$ cat src/rtl/alu_seq_nbit.sv
// Sequential N-bit ALU: single-cycle logic/arith ops plus a WIDTH-cycle shift-add
// unsigned multiplier producing a 2*WIDTH-bit product.
module alu_seq_nbit #(
  parameter int unsigned WIDTH = 32
) (
  input  logic             clk,
  input  logic             reset,
  input  logic             start,
  input  logic [2:0]       op,
  input  logic [WIDTH-1:0] a,
  input  logic [WIDTH-1:0] b,
  output logic [WIDTH-1:0] result,
  output logic [WIDTH-1:0] result_hi,
  output logic             cout,
  output logic             overflow,
  output logic             zero,
  output logic             busy,
  output logic             done
);

  localparam int unsigned CW = $clog2(WIDTH + 1);

  localparam logic [2:0] OP_AND = 3'b000;
  localparam logic [2:0] OP_OR  = 3'b001;
  localparam logic [2:0] OP_ADD = 3'b010;
  localparam logic [2:0] OP_MUL = 3'b011;
  localparam logic [2:0] OP_NOR = 3'b100;
  localparam logic [2:0] OP_XOR = 3'b101;
  localparam logic [2:0] OP_SUB = 3'b110;
  localparam logic [2:0] OP_SLT = 3'b111;

  typedef enum logic [1:0] {
    IDLE = 2'd0,
    MULT = 2'd1,
    DONE = 2'd2
  } state_t;

  state_t state, state_next;

  logic [WIDTH-1:0]   mul_a, mul_b;
  logic [2*WIDTH-1:0] acc;
  logic [CW-1:0]      cnt;

  logic [WIDTH:0]     add_c, sub_c, mul_sum_c;
  logic               add_ovf_c, sub_ovf_c;
  logic [2*WIDTH-1:0] acc_step_c;
  logic               load_c;
  logic [WIDTH-1:0]   res_c, res_hi_c;
  logic               cout_c, ovf_c;

  // State register
  always_ff @(posedge clk) begin
    if (reset) state <= IDLE;
    else       state <= state_next;
  end

  // Next-state logic
  always_comb begin
    state_next = state;
    case (state)
      IDLE:    if (start) state_next = (op == OP_MUL) ? MULT : DONE;
      MULT:    if (cnt == CW'(1)) state_next = DONE;
      DONE:    state_next = IDLE;
      default: state_next = IDLE;
    endcase
  end

  // Arithmetic datapath and the values loaded into the result registers
  always_comb begin
    add_c     = {1'b0, a} + {1'b0, b};
    sub_c     = {1'b0, a} + {1'b0, ~b} + (WIDTH + 1)'(1);
    add_ovf_c = (a[WIDTH-1] == b[WIDTH-1]) && (add_c[WIDTH-1] != a[WIDTH-1]);
    sub_ovf_c = (a[WIDTH-1] != b[WIDTH-1]) && (sub_c[WIDTH-1] != a[WIDTH-1]);

    // One right-shifting shift-add step; carry of the upper-half add shifts in
    mul_sum_c  = {1'b0, acc[2*WIDTH-1:WIDTH]} + {1'b0, (mul_b[0] ? mul_a : '0)};
    acc_step_c = {mul_sum_c, acc[WIDTH-1:1]};

    load_c   = 1'b0;
    res_c    = '0;
    res_hi_c = '0;
    cout_c   = 1'b0;
    ovf_c    = 1'b0;

    if (state == IDLE && start && op != OP_MUL) begin
      load_c = 1'b1;
      case (op)
        OP_AND: res_c = a & b;
        OP_OR:  res_c = a | b;
        OP_ADD: begin
          res_c  = add_c[WIDTH-1:0];
          cout_c = add_c[WIDTH];
          ovf_c  = add_ovf_c;
        end
        OP_NOR: res_c = ~(a | b);
        OP_XOR: res_c = a ^ b;
        OP_SUB: begin
          res_c  = sub_c[WIDTH-1:0];
          cout_c = sub_c[WIDTH];
          ovf_c  = sub_ovf_c;
        end
        OP_SLT: res_c = WIDTH'(sub_c[WIDTH-1] ^ sub_ovf_c);
        default: res_c = '0;
      endcase
    end else if (state == MULT && cnt == CW'(1)) begin
      load_c   = 1'b1;
      res_c    = acc_step_c[WIDTH-1:0];
      res_hi_c = acc_step_c[2*WIDTH-1:WIDTH];
    end
  end

  // Registered datapath and outputs
  always_ff @(posedge clk) begin
    if (reset) begin
      mul_a     <= '0;
      mul_b     <= '0;
      acc       <= '0;
      cnt       <= '0;
      result    <= '0;
      result_hi <= '0;
      cout      <= 1'b0;
      overflow  <= 1'b0;
      zero      <= 1'b0;
      busy      <= 1'b0;
      done      <= 1'b0;
    end else begin
      if (state == IDLE && start && op == OP_MUL) begin
        mul_a <= a;
        mul_b <= b;
        acc   <= '0;
        cnt   <= CW'(WIDTH);
      end else if (state == MULT) begin
        acc   <= acc_step_c;
        mul_b <= mul_b >> 1;
        cnt   <= cnt - CW'(1);
      end
      if (load_c) begin
        result    <= res_c;
        result_hi <= res_hi_c;
        cout      <= cout_c;
        overflow  <= ovf_c;
        zero      <= (res_c == '0);
      end
      busy <= (state_next != IDLE);
      done <= (state_next == DONE);
    end
  end

endmodule

$ cat config.mk
export PLATFORM = sky130hd
export DESIGN_NAME = alu_seq_nbit
export DESIGN_NICKNAME = d
export VERILOG_FILES = /design/src/rtl/alu_seq_nbit.sv
export SDC_FILE = /design/constraint.sdc
export NUM_CORES = 1
export LEC_CHECK = 0
export BUFFER_PORTS_ARGS = -buffer_cell sky130_fd_sc_hd__buf_2
export CAP_MARGIN = 20
export CORE_MARGIN = 10
export CORE_UTILIZATION = 30
export CTS_BUF_LIST = sky130_fd_sc_hd__clkbuf_8
export CTS_CLUSTER_SIZE = 20
export DETAILED_ROUTE_END_ITERATION = 8
export GPL_TIMING_DRIVEN = 1
export SLEW_MARGIN = 20
export SYNTH_ARGS = -nofsm -noshare
export SYNTH_HDL_FRONTEND = slang
export SYNTH_SLANG_ARGS = --single-unit
$ cat constraint.sdc
create_clock -name clk -period 10.1 [get_ports clk]
set_input_delay 2.02 -clock clk [delete_from_list [all_inputs] [get_ports clk]]
set_output_delay 2.02 -clock clk [all_outputs]
set_load 0.05 [all_outputs]
; Yosys cells after proc, flatten, opt, wreduce, memory -nomap -nowiden
; Index checks and enable logic that the tools add are counted.
[word_totals]
reg_bits = 205
inputBits = 70
out_inout_bits = 69
elab_cells = 71
[classes]
addsub = 5
n_eq_ne = 15
mux = 20
bitwise_logic = 6
reduce_logical = 12
[op_table]
columns = op, n
row1 = $mux 32, 7
row2 = $pmux 32 s7, 1
row3 = $add 32x32->33, 3
row4 = $not 32->32, 2
row5 = $add 33x1->33 const B, 1
row6 = $and 32x32->32, 1
row7 = $logic_not 32->1, 1
row8 = $or 32x32->32, 1
row9 = $xor 32x32->32, 1
row10 = $eq 3x3->1 const B, 4
row11 = $mux 6, 2
row12 = $eq 3x2->1 const B, 2
row13 = $eq 6x1->1 const B, 1
row14 = $logic_and 1x1->1, 6
row15 = $mux 2, 3
row16 = $sub 6x1->6 const B, 1
row17 = $mux 1, 4
row18 = $pmux 1 s2, 2
row19 = $pmux 2 s2, 1
row20 = $reduce_bool 2->1, 2
row21 = $eq 3x1->1 const B, 1
row22 = $logic_not 3->1, 1
row23 = $ne 1x1->1, 3
row24 = $ne 3x2->1 const B, 1
row25 = 6 further kinds, 6

; Depth between registers and ports, before layout
; Gate-level depths: netlist of the first run.
[logic_depth]
word_depth = 9
depth_mapped = 26
ltp_nobuf = 25

; Worst setup path before layout of the first run
; Ideal clock, no wire load.
[synth_timing]
path_kind = input to register
start = input a[4]
end = register zero
setup_ns = 0.069
arrival_time_ns = 5.674
required_time_ns = 10.031
path_slack_ns = 4.357
cell_stages = 26
n_path_buf = 1
cell_sequence = inv_1 > ha_1 > buf_4 > nor3_1 > a221oi_1 > a211oi_1 > o21ai_1 > a21o_1 > o211ai_1 > a21oi_1 > o21bai_1 > nand2b_1 > a21oi_1 > or2_2 > fa_1 > o22ai_1 > a221oi_1 > nor2_1 > a21oi_1 > nand4b_1 > nor3_1 > nand4_1 > nand4bb_1 > nor4_1 > nand4_1 > o21ai_1
[synth_between]
elab_chain_len = 8
word_cells_on_any_way = 13
cone_classes = 3 x add/sub / 1 x eq/ne / 2 x mux / 5 x bitwise / 2 x reduce/logical
[synth_rtl]
columns = element, line_no
row1 = "start, declared", 10  ; input logic [WIDTH-1:0] a,
row2 = $add 32x32->33, 71  ; sub_c = {1'b0, a} + {1'b0, ~b} + (WIDTH + 1)'(1);
row3 = $add 33x1->33, 71
row4 = $ne 1x1->1, 73  ; sub_ovf_c = (a[WIDTH-1] != b[WIDTH-1]) && (sub_c[WIDTH-1] != a[WIDTH-1]);
row5 = $logic_and 1x1->1, 73
row6 = $xor 1x1->1, 102  ; OP_SLT: res_c = WIDTH'(sub_c[WIDTH-1] ^ sub_ovf_c);
row7 = $pmux 32 s7 (*), 87  ; case (op)
row8 = $mux 32 (*), 85  ; if (state == IDLE && start && op != OP_MUL) begin
row9 = $logic_not 32->1 (*), 142  ; zero <= (res_c == '0);
row10 = "end signal, assigned", 142
row11 = "end, declared", 16  ; output logic zero,
; Every way passes the cells marked *; elsewhere a longest branch is shown, timed or not.
; A chain may end at the register's enable or synchronous reset.

; Final worst setup path of the first run
[layout_timing]
start = input a[1]
end = register zero
; The elaborated chain is that of the path after synthesis.

==> flow_summary.json, run 1 <==
{
  "cts-buffers-inserted": 38,
  "clock_sinks": 204,
  "synth_nets": 2219,
  "clock_path_buffers": 3,
  "grt_max_degree": 84,
  "critical_path_class": "in -> reg",
  "hold_start": "mul_a[24]$_SDFFE_PP0P_",
  "dr.pass1.iters": 5,
  "hold_viol": 0,
  "fp-row-count": 81,
  "routedWlPerCell_um": 20.0,
  "cts_resized": 0,
  "synthCells": 2007,
  "end_kind": "register",
  "ys_seq_elements": 204,
  "h-tree-depth": 2,
  "ios": 139,
  "via_per_inst": 5.33,
  "dpl_cell_area_um2": 16000,
  "start_kind": "primary input",
  "clkTransAtPathRegs_ns": 0.06,
  "grt_pass1_vias": 14200,
  "cts_tree": "yes",
  "dieHeight_um": 242,
  "critPathLaunch": "a[1]",
  "clk_latency_ns": 0.60,
  "cts_hold_buffers": 0,
  "drive_above_1_share_pct": 13.4,
  "synthArstFlopShare_pct": 0,
  "cts_setup_buffers": 0,
  "slew_viol_final": 0,
  "fin_area_um2": 16800,
  "setup-tns-final_ns": 0,
  "rsz0062_at_grt": "no",
  "worstMarginPinSlew_ns": 1.03,
  "r2r-start": "mul_b[0]$_SDFFE_PP0P_",
  "die_w_um": 242,
  "powerDensity_nw_per_um2": 131,
  "ys_warn_count": 0,
  "setup_viol": 0,
  "synth_flop_cell": "dfxtp_1",
  "synth_edf_count": 0,
  "grt_pass1_wl_um": 85200,
  "synth_cell_types": 81,
  "dp_hpwl_um": 41500,
  "min_path_type": "reg -> reg",
  "gp_congestion": 0.909,
  "vias": 14800,
  "synth_area_um2": 14800,
  "setup_slack_ns": 3.66,
  "crit_arrival_ns": 6.97,
  "grt_antenna_before_repair": 2,
  "fin_hold_ws_ns": 0.450,
  "wl_um": 55500,
  "port_buffers": 138,
  "syn_avg_cell_area_um2": 7.40,
  "yosysSeqAreaShare_pct": 27.5,
  "cts_root_buffer": "clkbuf_8",
  "fin_nets": 2288,
  "ir_drop_uv": 88.9,
  "area_growth_pct": 13.5,
  "max_freq_mhz": 155,
  "drt_iter0_markers": 1009,
  "coreArea_um2": 49000,
  "grt_usage_pct": 18.1,
  "power.leakage_nw": 6.78,
  "max_slew_margin_pct": 31.4,
  "antenna_left": 0,
  "fin_skew_ns": 0.0320,
  "die_area_um2": 58800,
  "grt_overflow_total": 0,
  "timing.final.crit_period_ns": 6.44,
  "initial_utilization_pct": 30.3,
  "status": "finished, final reports clean",
  "maxCapViolCount": 0,
  "pre_cts_ws_ns": 3.27,
  "finalCritPeriodShare_pct": 63.7,
  "crit_fanout": 5,
  "drc_errors": 0,
  "nFillCells": 5221,
  "worstPathRequired_ns": 10.63
}
[kinds of logic after synthesis]
family                   synth area share (%)
AND/OR/NAND/NOR                          21.2
AO/OA/AOI/OAI                            27.4
buffers and inverters                    6.36
flip-flops                               27.5
adder cells (fa/ha/maj)                  12.2
XOR/XNOR                                 2.83
multiplexers                             2.50
[critical path, cell delays in order]
cell,delay [ns]
buf_2,0.12
inv_1,0.10
ha_1,0.37
o21bai_1,0.24
a221oi_1,0.18
a211oi_1,0.42
o21ai_1,0.20
a21o_1,0.25
o211ai_1,0.27
a21oi_1,0.11
o21bai_1,0.22
nand2b_1,0.08
a21oi_1,0.13
or2_2,0.13
fa_1,0.20
o22ai_1,0.11
a221oi_1,0.26
nor2_1,0.07
a21oi_1,0.20
nand4b_1,0.12
nor3_1,0.15
nand4_1,0.12
nand4bb_1,0.23
nor4_1,0.38
nand4_1,0.14
o21ai_1,0.16
[flip-flops by register name, indices dropped and copies added, names as in the netlist]
name	count
mul_a	32
mul_b	32
zero	1
result_hi	32
overflow	1
cnt	6
cout	1
state	2
busy	1
done	1
acc	63
result	32
[cell type report]
type	instances	area (um2)	area share [%]
clock inverters	18	114	0.676
flip-flops and latches	204	4080	24.2
inverters	108	405	2.41
clock buffers	50	688	4.08
multi-input cells	1564	9860	58.5
repair buffers	160	861	5.11
well taps	664	831	4.93
diodes	1	2.50	0.0149
[worst paths after layout]
check | slack, ns | end | depth (start not counted)
max | 3.66 | zero$_SDFFE_PP0P_ | 26
min | 0.45 | mul_a[24]$_SDFFE_PP0P_ | 2
max reg2reg | 5.79 | result_hi[29]$_SDFFE_PP0P_ | 15
min reg2reg | 0.45 | mul_a[24]$_SDFFE_PP0P_ | 2
[synthesized netlist by cell type, types with 11 or more instances]
library cell	n	area [um2]
nor3_1	32	160
xnor2_1	37	324
ha_1	138	1730
o21ai_0	47	235
clkbuf_1	87	327
mux2_2	24	270
o31ai_1	12	90.1
a21o_1	23	173
nand2_1	342	1280
o21bai_1	20	150
nor4_1	16	100
dfxtp_1	204	4080
a21oi_1	289	1450
a31oi_1	13	81.3
xor2_1	11	96.3
a211oi_1	40	300
a221oi_1	16	140
nor2b_1	18	113
a22oi_1	41	308
nand2b_1	15	93.8
nor2_1	154	578
nand3_1	41	205
o211ai_1	16	120
and2_1	39	244
inv_1	105	394
nand4_1	14	87.6
o22ai_1	13	81.3
buf_2	23	115
buf_1	17	63.8
[stage by stage]
stage / util (%) / std cells / power, mW
after floorplan: - / 2007 / 1.20
after global placement: 32.8 / 2700 / 1.36
after detailed placement: 32.8 / 2700 / 1.36
after CTS: 34.4 / 2768 / 2.23
after global routing: 34.4 / 2769 / 2.31
final: 34.4 / 2769 / 2.21
[layout by cell type (no fill, tap or decap), types with 14 or more instances in the layout]
master / Yosys / layout
a211oi_1: 40 / 40
a21o_1: 23 / 23
a21oi_1: 289 / 289
a221oi_1: 16 / 16
a22oi_1: 41 / 41
and2_1: 39 / 39
buf_2: 23 / 136
buf_4: 3 / 24
clkbuf_8: 0 / 50
dfxtp_1: 204 / 204
ha_1: 138 / 138
inv_1: 105 / 116
mux2_2: 24 / 24
nand2_1: 342 / 342
nand3_1: 41 / 41
nand4_1: 14 / 14
nor2_1: 154 / 150
nor2b_1: 18 / 17
nor3_1: 32 / 31
nor4_1: 16 / 16
o211ai_1: 16 / 16
o21ai_0: 47 / 47
o21bai_1: 20 / 20
xnor2_1: 37 / 37
[power by group]
| part | switching, mW | internal [mW] | total [mW] | leakage [nW] |
|---|---|---|---|---|
| Sequential | 0.0139 | 0.824 | 0.838 | 1.65 |
| Clock | 0.383 | 0.470 | 0.854 | 0.449 |
| Combinational | 0.355 | 0.162 | 0.517 | 4.68 |
[metal layers]
| metal | up-vias | global-route usage (%) | share of wire (%) |
|---|---|---|---|
| li1 | 7208 | - | - |
| met1 | 6999 | 24.0 | 45 |
| met2 | 475 | 29.2 | 45 |
| met3 | 80 | 3.16 | 6.6 |
| met4 | 0 | 6.12 | 2.8 |
| met5 | - | 0 | 0 |
No activity file was read; power rests on OpenSTA's default activity.
==> run 2, diff against run 1 <==
Clock period 10.1 ns to 5.5 ns, I/O delays scaled along.
==> run 2 against run 1 <==
Hold slack is essentially flat. Setup slack lost 3.3 ns. Sequential share of layout area shrank 0.97 points. Clock power grew 99%. Clock skew shrank 0.0074 ns. Combinational power grew 95%. First-iteration DRC count grew 9.9%. Register-to-register slack lost 4.7 ns. Via count grew 2.7%. Highest routed layer unchanged.
==> flow_summary.json, run 2 (synthesis results as in run 1) <==
{
  "status": "finished, final reports clean",
  "ir_drop_uv": 260,
  "clock_path_buffers": 3,
  "grt_usage_pct": 18.5,
  "rr_worst_depth": 14,
  "reg2reg_slack_ns": 1.13,
  "power.leakage_nw": 7.22,
  "cts-buffers-inserted": 40,
  "grt_pass1_wl_um": 87400,
  "clkTransAtPathRegs_ns": 0.06,
  "r2r-end": "acc[60]$_SDFFE_PP0N_",
  "die_w_um": 242,
  "dr.pass1.iters": 5,
  "routedWlPerCell_um": 19.7,
  "grt_antenna_before_repair": 2,
  "dp_hpwl_um": 43100,
  "worstHoldPathCells": 2,
  "crit_arrival_ns": 5.62,
  "min_path_type": "reg -> reg",
  "worstMarginPinSlew_ns": 0.920,
  "setup_viol": 0,
  "cts_hold_buffers": 0,
  "fin_nets": 2371,
  "cts_root_buffer": "clkbuf_8",
  "grt_pass1_vias": 14900,
  "grt_overflow_total": 0,
  "maxCapViolCount": 0,
  "drc_errors": 0,
  "final_cell_mix": "342 x nand2_1, 288 x a21oi_1, 204 x dfxtp_1",
  "top_register": "acc",
  "hold_start": "mul_a[13]$_SDFFE_PP0P_",
  "fin_cells": 2856,
  "antenna_left": 0,
  "max_freq_mhz": 196,
  "dieHeight_um": 242,
  "nFillCells": 5237,
  "largest_reg_flops": 63,
  "drt_iter0_markers": 1109,
  "clock_sinks": 204,
  "finalCritPeriodShare_pct": 92.7,
  "fp-row-count": 81,
  "worstPathRequired_ns": 6.02,
  "drive_above_1_share_pct": 16.8,
  "fin_skew_ns": 0.0246,
  "max_slew_margin_pct": 38.3,
  "rsz0062_at_grt": "no",
  "slew_viol_final": 0,
  "h-tree-depth": 2,
  "cts_setup_buffers": 0,
  "setup_slack_ns": 0.400,
  "min_to": "mul_a[13]$_SDFFE_PP0P_",
  "clk_latency_ns": 0.60,
  "grt_max_degree": 79,
  "critical_path_class": "in -> reg",
  "place_inst": 2781,
  "end_kind": "register",
  "powerDensity_nw_per_um2": 242,
  "timing.final.crit_period_ns": 5.10,
  "hold_viol": 0,
  "port_buffers": 138,
  "initial_utilization_pct": 30.3,
  "wl_um": 56400,
  "area_growth_pct": 18.2,
  "pre_cts_ws_ns": -0.163,
  "die_area_um2": 58800,
  "via_per_inst": 5.31,
  "ios": 139,
  "start_kind": "primary input",
  "final_common_cell": "nand2_1",
  "power.total_mw": 4.25,
  "gp_congestion": 0.947,
  "r2r-start": "mul_b[0]$_SDFFE_PP0P_",
  "crit_fanout": 5,
  "vias": 15200,
  "coreArea_um2": 49000,
  "cts_tree": "yes"
}
## run 2: stage by stage
stage / instance area, um2 / setup TNS [ns] / utilization [%] / hold slack, ns
2_1_floorplan: 14800 / 0 / - / 0.432
3_3_place_gp: 16600 / 0 / 34.0 / 0.441
3_5_place_dp: 16600 / -0.163 / 34.0 / 0.445
4_1_cts: 17500 / 0 / 35.8 / 0.452
5_1_grt: 17500 / 0 / 35.8 / 0.470
6_report: 17500 / 0 / 35.8 / 0.450
## run 2: layout make-up
cell class                      count  area (um2)  share of cell area, %
Multi-Input combinational cell   1564        9880                   56.3
Sequential cell                   204        4080                   23.3
Timing Repair Buffer              241        1470                   8.37
Tap cell                          664         831                   4.73
Clock buffer                       51         702                   4.00
Inverter                          108         405                   2.31
Clock inverter                     22         176                   1.01
Antenna cell                        2        5.00                 0.0285
## run 2: worst max-delay path, cell delays in order
cell,delay (ns)
buf_2,0.10
inv_1,0.06
ha_1,0.33
nor3_1,0.22
a221oi_1,0.15
a211oi_1,0.31
buf_4,0.18
o21ai_1,0.10
a21o_1,0.24
o211ai_1,0.25
a21oi_1,0.12
o21bai_1,0.17
nand2b_1,0.08
a21oi_1,0.13
or2_2,0.13
fa_1,0.17
o22ai_1,0.10
a221oi_1,0.28
nor2_1,0.09
a21oi_2,0.14
nand4b_1,0.12
nor3_2,0.14
nand4_1,0.11
nand4bb_1,0.22
nor4_2,0.33
nand4_1,0.12
o21ai_1,0.14
## run 2: what timing repair did
item	in CTS	in global routing
resized for setup	0	3
setup endpoints to repair	0	1
endpoints found under the hold margin	0	0
## run 2: metal layers
layer  GRT usage (%)  part of all wire (%)  up-vias  routed length (um)
met5               0                     0        -                   0
met4            7.19                   3.6        0                2020
met3            2.69                   6.0       92                3400
met2            29.9                    45      514               25400
met1            24.4                    45     7159               25600
li1                -                     -     7392                   -
## run 2: report_power, final
| group | switching, mW | leakage (nW) | internal [mW] |
|---|---|---|---|
| registers | 0.0253 | 1.65 | 1.51 |
| clock network | 0.722 | 0.497 | 0.976 |
| logic | 0.669 | 5.07 | 0.346 |
## run 2: worst max path at each step
| stage | start | to | slack, ns | cells past startpoint |
|---|---|---|---|---|
| finish | b[4] | zero$_SDFFE_PP0P_ | 0.40 | 27 |
| global route | b[4] | zero$_SDFFE_PP0P_ | 0.03 | 27 |
| CTS | b[4] | zero$_SDFFE_PP0P_ | 0.41 | 27 |
| detailed placement | b[4] | zero$_SDFFE_PP0P_ | -0.16 | 27 |
| global placement | b[4] | zero$_SDFFE_PP0P_ | 0.04 | 27 |
| floorplan | a[4] | zero$_SDFFE_PP0P_ | 0.68 | 26 |
==> run 3, diff against run 2 <==
--- a/config.mk
+++ b/config.mk
@@ -9,3 +9,3 @@
 export CAP_MARGIN = 20
-export CORE_MARGIN = 10
+export CORE_MARGIN = 2
 export CORE_UTILIZATION = 30
==> constraint.sdc (replaced) <==
create_clock -name clk -period 5.5 [get_ports clk]
set_input_delay 0.825 -clock clk [delete_from_list [all_inputs] [get_ports clk]]
set_output_delay 0.825 -clock clk [all_outputs]
set_load 0.05 [all_outputs]
==> run 3 against run 2 <==
Setup slack better by 0.079 ns. Utilization is 0.67 points lower. Global-route usage increased by 2.9 points. Wire length is 1.4% lower. Count of clock-buffer cells in the layout shrank 5. Critical endpoint unchanged. Clock power down 7%. Sequential share of layout area grew 0.49 points. Total power down 3.5%. Hold slack about the same. First-iteration DRC count shrank 0.63%.
==> flow_summary.json, run 3 (synthesis results as in run 1) <==
{
  "worstHoldPathCells": 2,
  "antenna_left": 0,
  "rr_worst_depth": 14,
  "max_slew_margin_pct": 26.4,
  "fp-row-count": 81,
  "drt_iter0_markers": 1102,
  "h-tree-depth": 2,
  "dp_hpwl_um": 41900,
  "grt_usage_pct": 21.5,
  "gp_congestion": 0.933,
  "powerDensity_nw_per_um2": 239,
  "routedWlPerCell_um": 19.8,
  "dieHeight_um": 226,
  "via_per_inst": 5.40,
  "max_freq_mhz": 199,
  "fin_nets": 2330,
  "slew_viol_final": 0,
  "rsz0062_at_grt": "no",
  "worstMarginPinSlew_ns": 1.10,
  "die_w_um": 226,
  "clock_path_buffers": 3,
  "min_path_type": "reg -> reg",
  "cts-buffers-inserted": 38,
  "crit_arrival_ns": 5.57,
  "grt_antenna_before_repair": 1,
  "vias": 15200,
  "clock_sinks": 204,
  "cts_root_buffer": "clkbuf_8",
  "top_register": "acc",
  "power.leakage_nw": 6.96,
  "grt_max_degree": 83,
  "hold_viol": 0,
  "drc_errors": 0,
  "cts_setup_buffers": 0,
  "coreArea_um2": 48800,
  "cts_resized": 0,
  "area_growth_pct": 15.8,
  "setup_viol": 0,
  "ios": 139,
  "critical_path_class": "in -> reg",
  "dr.pass1.iters": 7,
  "grt_pass1_vias": 14500,
  "clk_latency_ns": 0.62,
  "final_cell_mix": "342 x nand2_1, 289 x a21oi_1, 204 x dfxtp_1",
  "grt_pass1_wl_um": 85300,
  "crit_fanout": 4,
  "start_kind": "primary input",
  "port_buffers": 138,
  "ir_drop_uv": 198,
  "power.total_mw": 4.10,
  "drive_above_1_share_pct": 15.2,
  "worstPathRequired_ns": 6.05,
  "final_core_util_pct": 35.2,
  "end_kind": "register",
  "grt_overflow_total": 0,
  "initial_utilization_pct": 30.4,
  "clkTransAtPathRegs_ns": 0.06,
  "finalCritPeriodShare_pct": 91.3,
  "timing.final.crit_period_ns": 5.02,
  "status": "finished, final reports clean",
  "die_area_um2": 51300,
  "cts_hold_buffers": 0,
  "cts_tree": "yes",
  "wl_um": 55600,
  "final_common_cell": "nand2_1",
  "fin_skew_ns": 0.0311,
  "maxCapViolCount": 0,
  "largest_reg_flops": 63
}
run 3: layout make-up:
class	count	area [um2]
Fill cell	5278	31700
Multi-Input combinational cell	1564	9870
Sequential cell	204	4080
Timing Repair Buffer	202	1200
Tap cell	664	831
Clock buffer	46	633
Inverter	108	405
Clock inverter	19	154
Antenna cell	2	5.00
run 3: through the flow:
step	instance area (um2)	cells	hold slack [ns]	setup WS [ns]	setup TNS [ns]
3_3_place_gp	16400	2741	0.440	0.201	0
2_1_floorplan	14800	2007	0.432	0.952	0
6_report	17200	2809	0.450	0.480	0
3_5_place_dp	16400	2742	0.442	-0.0219	-0.0219
5_1_grt	17200	2808	0.473	0.0292	0
4_1_cts	17200	2807	0.450	0.596	0
run 3: power breakdown:
part,leakage [nW],internal (mW),total (mW),switching (mW)
Clock,0.422,0.857,1.58,0.719
Sequential,1.65,1.51,1.54,0.0256
Combinational,4.89,0.326,0.990,0.664
run 3: per-layer routing:
| metal | GRT usage (%) | vias to the layer above | wire length [um] |
|---|---|---|---|
| li1 | - | 7292 | - |
| met1 | 28.7 | 7266 | 25300 |
| met2 | 34.3 | 505 | 24700 |
| met3 | 3.37 | 108 | 3480 |
| met4 | 8.79 | 0 | 2070 |
| met5 | 0 | - | 0 |
run 3: critical path, stage by stage:
cell	delay (ns)
buf_2	0.14
inv_1	0.10
ha_1	0.30
o21bai_1	0.21
a221oi_1	0.17
a211oi_1	0.26
buf_4	0.17
o21ai_1	0.11
a21o_1	0.26
o211ai_1	0.26
a21oi_1	0.10
o21bai_1	0.17
nand2b_1	0.08
a21oi_1	0.14
or2_2	0.13
fa_1	0.20
o22ai_1	0.10
a221oi_1	0.27
nor2_1	0.07
a21oi_1	0.20
nand4b_1	0.11
nor3_1	0.17
nand4_1	0.12
nand4bb_1	0.21
nor4_1	0.39
nand4_1	0.13
o21ai_1	0.17
run 3: path summary, 6_finish.rpt:
check	slack (ns)	startpoint	end
worst max-delay path	0.48	b[1]	zero$_SDFFE_PP0P_
worst min register to register	0.45	mul_a[7]$_SDFFE_PP0P_	mul_a[7]$_SDFFE_PP0P_
worst min-delay path	0.45	mul_a[7]$_SDFFE_PP0P_	mul_a[7]$_SDFFE_PP0P_
worst max register to register	1.08	mul_b[0]$_SDFFE_PP0P_	acc[62]$_SDFFE_PP0N_
